$ cat config.mk
export PLATFORM = sky130hd
export DESIGN_NAME = microwave_oven_ctrl_p
export DESIGN_NICKNAME = d
export VERILOG_FILES = /design/src/rtl/microwave_oven_ctrl_p.sv
export SDC_FILE = /design/constraint.sdc
export NUM_CORES = 1
export LEC_CHECK = 0
export BUFFER_PORTS_ARGS = -buffer_cell sky130_fd_sc_hd__buf_2
export CORE_ASPECT_RATIO = 1.25
export CORE_MARGIN = 4
export CORE_UTILIZATION = 58
export CTS_CLUSTER_DIAMETER = 40
export DETAILED_ROUTE_END_ITERATION = 8
export PLACE_DENSITY = 0.88
export SLEW_MARGIN = 10
export SYNTH_ARGS = -nofsm -noshare
export SYNTH_HDL_FRONTEND = slang
export SYNTH_SLANG_ARGS = --single-unit
$ cat constraint.sdc
create_clock -name clock -period 3.29 [get_ports clock]
set_input_delay 0.4935 -clock clock [delete_from_list [all_inputs] [get_ports clock]]
set_output_delay 0.4935 -clock clock [all_outputs]
set_load 0.05 [all_outputs]
$ cat src/rtl/microwave_oven_ctrl_p.sv
// Microwave controller: keypad mm:ss entry, BCD countdown, run/pause/done FSM, door interlock, power duty cycling.
// Inputs registered once, edges act on the following clock; mag_on registered, gated combinationally by the door.
module microwave_oven_ctrl_p #(
    parameter int MIN_DIGITS   = 1,
    parameter int CLK_PER_SEC  = 100,
    parameter int POWER_LEVELS = 10,
    parameter int BEEP_SECS    = 3
) (
    input  logic                    clock,
    input  logic                    clearn,
    input  logic [9:0]              keypad,
    input  logic                    startn,
    input  logic                    stopn,
    input  logic                    door_closed,
    input  logic [3:0]              power_level,
    output logic                    mag_on,
    output logic                    done_beep,
    output logic                    cooking,
    output logic [7*MIN_DIGITS-1:0] min_segs,
    output logic [6:0]              sec_tens_segs,
    output logic [6:0]              sec_ones_segs
);

    localparam int TICK_W   = (CLK_PER_SEC > 1) ? $clog2(CLK_PER_SEC) : 1;
    localparam int BEEP_CYC = BEEP_SECS * CLK_PER_SEC;
    localparam int BEEP_W   = (BEEP_CYC > 1) ? $clog2(BEEP_CYC) : 1;
    localparam logic [TICK_W-1:0] TICK_MAX = TICK_W'(CLK_PER_SEC - 1);
    localparam logic [BEEP_W-1:0] BEEP_MAX = BEEP_W'(BEEP_CYC - 1);
    localparam logic [3:0]        PWR_MAX  = 4'(POWER_LEVELS);
    localparam logic [3:0]        WIN_MAX  = 4'(POWER_LEVELS - 1);

    typedef enum logic [1:0] {S_IDLE, S_COOK, S_PAUSED, S_DONE} state_t;

    state_t                      r_state, w_state_nxt;
    logic [9:0]                  r_key, r_key_d;
    logic                        r_startn, r_startn_d, r_stopn, r_stopn_d;
    logic [MIN_DIGITS-1:0][3:0]  r_min, w_dec_min;
    logic [3:0]                  r_tens, r_ones, w_dec_tens, w_dec_ones;
    logic [TICK_W-1:0]           r_tick, w_tick_nxt;
    logic [3:0]                  r_win, w_win_nxt, r_pow, w_pow_nxt;
    logic [BEEP_W-1:0]           r_beep;
    logic                        r_mag;
    logic                        w_press, w_start, w_stop, w_time_zero, w_last, w_sec_dec;
    logic [3:0]                  w_key_bcd;

    function automatic logic [6:0] f_seg(input logic [3:0] d);
        case (d)
            4'd0:    f_seg = 7'h3F;
            4'd1:    f_seg = 7'h06;
            4'd2:    f_seg = 7'h5B;
            4'd3:    f_seg = 7'h4F;
            4'd4:    f_seg = 7'h66;
            4'd5:    f_seg = 7'h6D;
            4'd6:    f_seg = 7'h7D;
            4'd7:    f_seg = 7'h07;
            4'd8:    f_seg = 7'h7F;
            4'd9:    f_seg = 7'h6F;
            default: f_seg = 7'h00;
        endcase
    endfunction

    always_ff @(posedge clock or negedge clearn) begin
        if (!clearn) begin
            r_key      <= '0;
            r_key_d    <= '0;
            r_startn   <= 1'b1;
            r_startn_d <= 1'b1;
            r_stopn    <= 1'b1;
            r_stopn_d  <= 1'b1;
        end else begin
            r_key      <= keypad;
            r_key_d    <= r_key;
            r_startn   <= startn;
            r_startn_d <= r_startn;
            r_stopn    <= stopn;
            r_stopn_d  <= r_stopn;
        end
    end

    // A press needs a clean 0 -> one-hot transition so held or chorded keys never repeat.
    assign w_press = (r_key_d == '0) && (r_key != '0) && ((r_key & (r_key - 10'd1)) == '0);
    assign w_start = r_startn_d & ~r_startn;
    assign w_stop  = r_stopn_d & ~r_stopn;

    always_comb begin
        w_key_bcd = 4'd0;
        for (int k = 0; k < 10; k++) begin
            if (r_key[k]) w_key_bcd = 4'(k);
        end
    end

    assign w_time_zero = (r_min == '0) && (r_tens == 4'd0) && (r_ones == 4'd0);
    assign w_last      = (r_min == '0) && (r_tens == 4'd0) && (r_ones == 4'd1);

    always_comb begin
        logic borrow;
        w_dec_min  = r_min;
        w_dec_tens = r_tens;
        w_dec_ones = r_ones;
        borrow     = 1'b0;
        if (r_ones != 4'd0) begin
            w_dec_ones = r_ones - 4'd1;
        end else begin
            w_dec_ones = 4'd9;
            if (r_tens != 4'd0) begin
                w_dec_tens = r_tens - 4'd1;
            end else begin
                w_dec_tens = 4'd5;
                borrow     = 1'b1;
            end
        end
        for (int i = 0; i < MIN_DIGITS; i++) begin
            if (borrow) begin
                if (r_min[i] == 4'd0) begin
                    w_dec_min[i] = 4'd9;
                end else begin
                    w_dec_min[i] = r_min[i] - 4'd1;
                    borrow       = 1'b0;
                end
            end
        end
    end

    always_ff @(posedge clock or negedge clearn) begin
        if (!clearn) r_state <= S_IDLE;
        else         r_state <= w_state_nxt;
    end

    always_comb begin
        w_state_nxt = r_state;
        case (r_state)
            S_IDLE:   if (w_start && !w_stop && door_closed && !w_time_zero) w_state_nxt = S_COOK;
            S_COOK:   if (w_stop || !door_closed)                      w_state_nxt = S_PAUSED;
                      else if ((r_tick == TICK_MAX) && w_last)         w_state_nxt = S_DONE;
            S_PAUSED: if (w_stop)                                      w_state_nxt = S_IDLE;
                      else if (w_start && door_closed)                 w_state_nxt = S_COOK;
            S_DONE:   if (w_stop || (r_beep == BEEP_MAX))              w_state_nxt = S_IDLE;
            default:  w_state_nxt = S_IDLE;
        endcase
    end

    always_comb begin
        mag_on    = r_mag & door_closed;
        cooking   = (r_state == S_COOK);
        done_beep = (r_state == S_DONE);
    end

    // Pausing freezes tick and window; a fresh start from IDLE clears them.
    assign w_sec_dec = (r_state == S_COOK) && (w_state_nxt != S_PAUSED) && (r_tick == TICK_MAX);

    always_comb begin
        w_tick_nxt = r_tick;
        w_win_nxt  = r_win;
        w_pow_nxt  = r_pow;
        if ((r_state == S_IDLE) && (w_state_nxt == S_COOK)) begin
            w_tick_nxt = '0;
            w_win_nxt  = 4'd0;
            w_pow_nxt  = ((power_level == 4'd0) || (power_level > PWR_MAX)) ? PWR_MAX : power_level;
        end else if ((r_state == S_COOK) && (w_state_nxt != S_PAUSED)) begin
            if (r_tick == TICK_MAX) begin
                w_tick_nxt = '0;
                w_win_nxt  = (r_win >= WIN_MAX) ? 4'd0 : r_win + 4'd1;
            end else begin
                w_tick_nxt = r_tick + 1'b1;
            end
        end
    end

    always_ff @(posedge clock or negedge clearn) begin
        if (!clearn) begin
            r_min  <= '0;
            r_tens <= 4'd0;
            r_ones <= 4'd0;
            r_tick <= '0;
            r_win  <= 4'd0;
            r_pow  <= PWR_MAX;
            r_beep <= '0;
            r_mag  <= 1'b0;
        end else begin
            r_tick <= w_tick_nxt;
            r_win  <= w_win_nxt;
            r_pow  <= w_pow_nxt;
            r_beep <= (r_state == S_DONE) ? r_beep + 1'b1 : '0;
            r_mag  <= (w_state_nxt == S_COOK) && door_closed && (w_win_nxt < w_pow_nxt);
            if ((r_state == S_IDLE) && w_press && (w_state_nxt == S_IDLE)) begin
                for (int i = MIN_DIGITS - 1; i > 0; i--) begin
                    r_min[i] <= r_min[i-1];
                end
                r_min[0] <= r_tens;
                r_tens   <= r_ones;
                r_ones   <= w_key_bcd;
            end else if (w_sec_dec) begin
                r_min  <= w_dec_min;
                r_tens <= w_dec_tens;
                r_ones <= w_dec_ones;
            end else if ((r_state != S_IDLE) && (w_state_nxt == S_IDLE)) begin
                r_min  <= '0;
                r_tens <= 4'd0;
                r_ones <= 4'd0;
            end
        end
    end

    for (genvar g = 0; g < MIN_DIGITS; g++) begin : g_min_seg
        assign min_segs[7*g +: 7] = f_seg(r_min[g]);
    end
    assign sec_tens_segs = f_seg(r_tens);
    assign sec_ones_segs = f_seg(r_ones);

endmodule
Yosys cells after proc, flatten, opt, wreduce, memory -nomap -nowiden
Memory sizes are Yosys's and may differ from the RTL's.
Cells that the tools add are included.
- register bits after elaboration: 63
- bits in read-only memories: 336
- memories: 3
- memories (memory ; words ; width ; rd ports ; clocked after memory_dff ; write ports ; line ; text):
    (no name shown) ; 16 ; 7 ; 1 ; 0 ; 0 ; 47 ; case (d)
    (no name shown) ; 16 ; 7 ; 1 ; 0 ; 0 ; 47 ;
    (no name shown) ; 16 ; 7 ; 1 ; 0 ; 0 ; 47 ;
- add/sub/neg operators: 7
- magnitude comparators: 3
- equal/unequal tests: 10
- mux-type cells: 40
- bitwise gates (word level): 6
- reduce and logical (&&, ||, !) cells: 40
- operator list (cell ; count):
    $mux 4 ; 23
    $mux 7 ; 3
    $logic_not 10->1 ; 2
    $logic_and 1x1->1 ; 18
    $logic_not 4->1 ; 4
    $mux 2 ; 8
    $sub 4x1->4 const B ; 3
    $and 10x10->10 ; 1
    $reduce_bool 10->1 ; 1
    $sub 10x1->10 const B ; 1
    $add 9x1->9 const B ; 1
    $eq 9x9->1 const B ; 1
    $mux 9 ; 1
    $pmux 2 s4 ; 1
    $reduce_bool 4->1 ; 2
    $add 7x1->7 const B ; 1
    $eq 7x7->1 const B ; 1
    $add 4x1->4 const B ; 1
    $eq 2x1->1 const B ; 2
    $eq 2x2->1 const B ; 2
    $eq 4x1->1 const B ; 1
    $ge 4x4->1 const B ; 1
    $gt 4x4->1 const B ; 1
    $logic_not 2->1 ; 2
    other kinds (13) ; 24

Depth between registers and ports, before layout
- depth in word-level cells: 14
- mapped depth: 12
- depth with buffers taken out: 11

Worst setup path before layout
Ideal clock, no wire load.
- path type: register to register
- start: register r_state[0]
- end: register r_mag
- library setup time: 78 ps
- arrival time: 3133 ps
- required time: 3212 ps
- slack: 80 ps
- cell stages (with the launch flop): 13
- period minus slack after synthesis: 3210 ps
- cells stage by stage: dfrtp_1 > nor2b_1 > clkbuf_1 > nand3_1 > or2_2 > clkbuf_1 > clkbuf_1 > a21oi_1 > a211oi_1 > ha_1 > a2111oi_0 > nand3_1 > a21oi_1
- elaborated cells on any way between the ends: 21
- those cells by class: order compare: 1; eq/ne: 5; mux: 10; reduce/logical: 5
- RTL lines (element ; line ; text):
    start, declared ; 34 ; state_t r_state, w_state_nxt;
    start signal, assigned ; 126 ; else r_state <= w_state_nxt;
    $eq 2x1->1 (*) ; n/a ;
    via cooking ; 18 ; output logic cooking,
    $pmux 2 s4 ; 131 ; case (r_state)
    $ne 2x2->1 ; 159 ; end else if ((r_state == S_COOK) && (w_state_nxt != S_PAUSED)) begin
    $logic_and 1x1->1 ; 159 ;
    $mux 4 ; 159 ;
    $mux 4 (*) ; 155 ; if ((r_state == S_IDLE) && (w_state_nxt == S_COOK)) begin
    via w_win_nxt[3] ; 40 ; logic [3:0] r_win, w_win_nxt, r_pow, w_pow_nxt;
    $lt 4x4->1 (*) ; 184 ; r_mag <= (w_state_nxt == S_COOK) && door_closed && (w_win_nxt < w_pow_nxt);
    $logic_and 1x1->1 (*) ; 184 ;
    end signal, assigned ; 184 ;
    end, declared ; 42 ; logic r_mag;
Mark *: on every way through the listed nets, which the timed path passes. The rest lies on a longest branch.
A chain may end at the register's enable or synchronous reset.

Worst setup path after layout
- start: register r_ones[0]
- end: register r_mag
- word-level cells in the longest chain between the ends: 12
- elaborated cells on any way between the ends: 21
- those cells by class: order compare: 1; eq/ne: 3; mux: 7; reduce/logical: 10
- ends and longest elaborated chain (element ; line ; text):
    start, declared ; 38 ; logic [3:0] r_tens, r_ones, w_dec_tens, w_dec_ones;
    start signal, assigned ; 191 ; r_ones <= w_key_bcd;
    start signal, assigned ; 195 ; r_ones <= w_dec_ones;
    $eq 4x1->1 or $logic_not 4->1 (tied branches) ; 93, 92 ;
    $logic_and 1x1->1 (on tied branches) ; 93, 92 ;
    $logic_and 1x1->1 or $logic_not 1->1 (tied branches) ; 134, 132 ;
    $mux 2 or $logic_and 1x1->1 (tied branches) ; 134, 132 ;
    $mux 2 (on tied branches) ; 133, 132 ;
    $pmux 2 s4 (*) ; 131 ;
    $ne 2x2->1 ; 159 ;
    $logic_and 1x1->1 ; 159 ;
    $mux 4 ; 159 ;
    $mux 4 (*) ; 155 ;
    via w_win_nxt[3] ; 40 ;
    $lt 4x4->1 (*) ; 184 ;
    $logic_and 1x1->1 (*) ; 184 ;
Marks and branches as above.

==> out/qor.txt <==
outcome = complete, no violations
non-filler cells, final = 541
CP Launch Point = r_ones[0]
Place WS = 0.2828 ns
ys async rst share = 100.0%
reg2reg end = r_mag
syn_nets = 445
first-pass GRT wire length = 13.58 mm
Worst setup endpoint = r_mag
DRT iter0 DRCs = 261
deepest clock path buffer count = 2
Core Footprint = 6126 sq um
post-synthesis sequential area ratio = 43.46%
# rows = 32
pwr dens = 849.2 nW/um^2
Worst-Skew Late Latency = 0.36 ns
clk sinks = 63
ys flop type = dfrtp_1
Worst Setup End Kind = register
Mapped Cells = 400
placed cell area = 3979 sq um
grt ovf = 0
Post-Route Setup TNS = 0 ns
Least-Margin Pin Slew = 0.7184 ns
Final nets = 496
Worst-path clk slew = 0.07 ns
Max Cap Viol = 0
setup bufs post-CTS = 0
Via-to-Cell Ratio = 5.878
clock skew = 0.009103 ns
max_slew headroom = 51.74%
die height = 96.63 um
register area = 1584 sq um
Detailed Routing Iterations Pass 1 = 5
clock root buffer = clkbuf_8
DIE AREA = 7624 sq um
share of cells above drive strength 1 = 19.30%
Antenna Nets Post-Route = 0
CTS H-Tree Depth = 3
Vias = 3180
worst setup path category = register to register
# port buffers = 42
Fin. Hold Viols = 0
Final Hold Slack = 0.05015 ns
vias in the first global route = 2989
Post-synth EDFFs = 0
Final period util = 91.39%
largest net degree at the start of global routing = 30
Worst VDD drop = 0.6302 mV
final worst slack = 0.2834 ns
worst hold path class = input port to asynchronous set/reset pin
Startpoint Class = register
# fillers = 474
Critical Path RT = 3.57 ns
commonest non-fill, non-tap cell in the layout = dfrtp_1
initial antenna violation count = 0
drt wl/cell = 14.93 um
fin. max-slew vios = 0
Finished Cell Area = 4237 sq um
DRC = 0
Yosys cell types = 58
Tot GR Track Use = 22.41%
CTS tree = built
area of the multi-input gates = 1884 sq um
Synth Register Bits = 63
crit-path max FO = 6
Detail Placement HPWL = 6.040 mm
Peak Freq = 332.6 MHz
synth warn = 0
# setup viols final = 0
Final min period = 3.007 ns
CP arrival = 3.29 ns
Total Power = 3.598 mW
RSZ-0062 raised after global routing = false
Area Growth Syn to Fin = 16.24%
Routed WL = 8.079 mm
Avg Inst Size Synth = 9.112 sq um
Final Wtd Congestion = 0.9309
reg2reg start = r_ones[0]
Lkg Pwr = 1.947 nW
Final Core Density = 69.16%
length in cells of the worst reg-to-reg path = 10
most frequent cells in the layout = dfrtp_1 (57), nor2_1 (48), buf_2 (42), a21oi_1 (34), o21ai_0 (32)
CTS Buf Count = 9
dpl cells = 525
worst reg2reg setup slack = 0.28 ns
synthesized cell area = 3645 sq um
antenna fix cells = 0
chip width = 78.90 um
Ports = 43
starting density of the core = 59.50%
[cells in the mapped netlist, types with 3 or more instances]
cell type	number	share of area [%]
nand4_1	5	0.86
or2_2	3	0.51
nor4_1	4	0.69
xor2_1	6	1.4
o21ai_0	32	4.4
clkbuf_1	7	0.72
nor2b_1	6	1.0
xnor2_1	4	0.96
a21oi_1	34	4.7
dfstp_2	6	4.3
o31ai_1	7	1.4
ha_1	26	8.9
nor2_1	48	4.9
nand3_1	13	1.8
inv_1	27	2.8
mux2i_1	3	0.82
nand2_1	28	2.9
nor4bb_1	3	0.82
buf_2	5	0.69
dfrtp_1	57	39
or3_1	3	0.51
a211oi_1	5	1.0
and3_1	6	1.0
o211ai_1	5	1.0
nor3b_1	3	0.62
nor3_1	7	0.96
o22ai_1	4	0.69
a2bb2oi_1	4	0.96
[repair_timing]
action | 4_1_cts | 5_1_grt
endpoints found under the hold margin | 0 | 0
resized for setup | 0 | 1
endpoints found under the setup margin | 0 | 1
hold buffers | 0 | 0
[flip-flops by register name, indices dropped and copies added, names as in the netlist]
register / cells
r_win: 4
r_tens: 4
r_tick: 7
r_state: 2
r_beep: 9
r_stopn_d: 1
r_mag: 1
r_key: 10
r_min: 4
r_key_d: 10
r_startn_d: 1
r_pow: 4
r_ones: 4
r_stopn: 1
r_startn: 1
[worst max-delay path: stages, from the launching register on]
cell       delay, ns
dfrtp_1         0.46
inv_1           0.25
ha_1            0.30
nor3b_2         0.23
and3_1          0.27
nor2_1          0.14
a211oi_1        0.32
ha_1            0.31
a2111oi_0       0.41
nand3_1         0.13
a21oi_1         0.13
[cell families after synthesis]
family | share of synthesized area [%]
AO/OA/AOI/OAI | 19.74
adder cells (fa/ha/maj) | 8.925
flip-flops | 43.46
XOR/XNOR | 2.403
multiplexers | 0.8239
buffers and inverters | 4.978
AND/OR/NAND/NOR | 19.67
[final cells by class]
type                       instances  area share, %
multi-input combinational        295          44.48
sequential                        63          37.39
timing repair buffer              55          7.265
clock buffer                      10          3.249
clock inverter                     6          2.717
tap                               85          2.510
inverter                          27          2.392
[power by group]
part / total, mW / internal, mW / switching [mW] / leakage, nW
clock: 0.839 / 0.527 / 0.312 / 0.123
combinational: 1.71 / 0.526 / 1.18 / 1.03
sequential: 1.05 / 0.892 / 0.158 / 0.794
total: 3.60 / 1.94 / 1.65 / 1.95
[worst min-delay path by stage]
stage	cells after the start	start	to	slack (ns)
floorplan	0	clearn	r_beep[0]	0.20
global placement	0	r_stopn	r_stopn_d	0.36
detailed placement	0	r_stopn	r_stopn_d	0.37
CTS	1	clearn	r_win[1]	0.04
global route	1	clearn	r_win[1]	0.07
finish	1	clearn	r_tens[1]	0.05
[metal layers]
layer  vias up  GRT usage (%)  routed length [um]
li1       1535              -                   -
met2       100          37.48                4197
met3        19          4.842                 393
met4         0          11.11                 209
met1      1526          27.03                3278
met5         -              0                   0
Note: power is estimated with default switching activity, not from simulation.
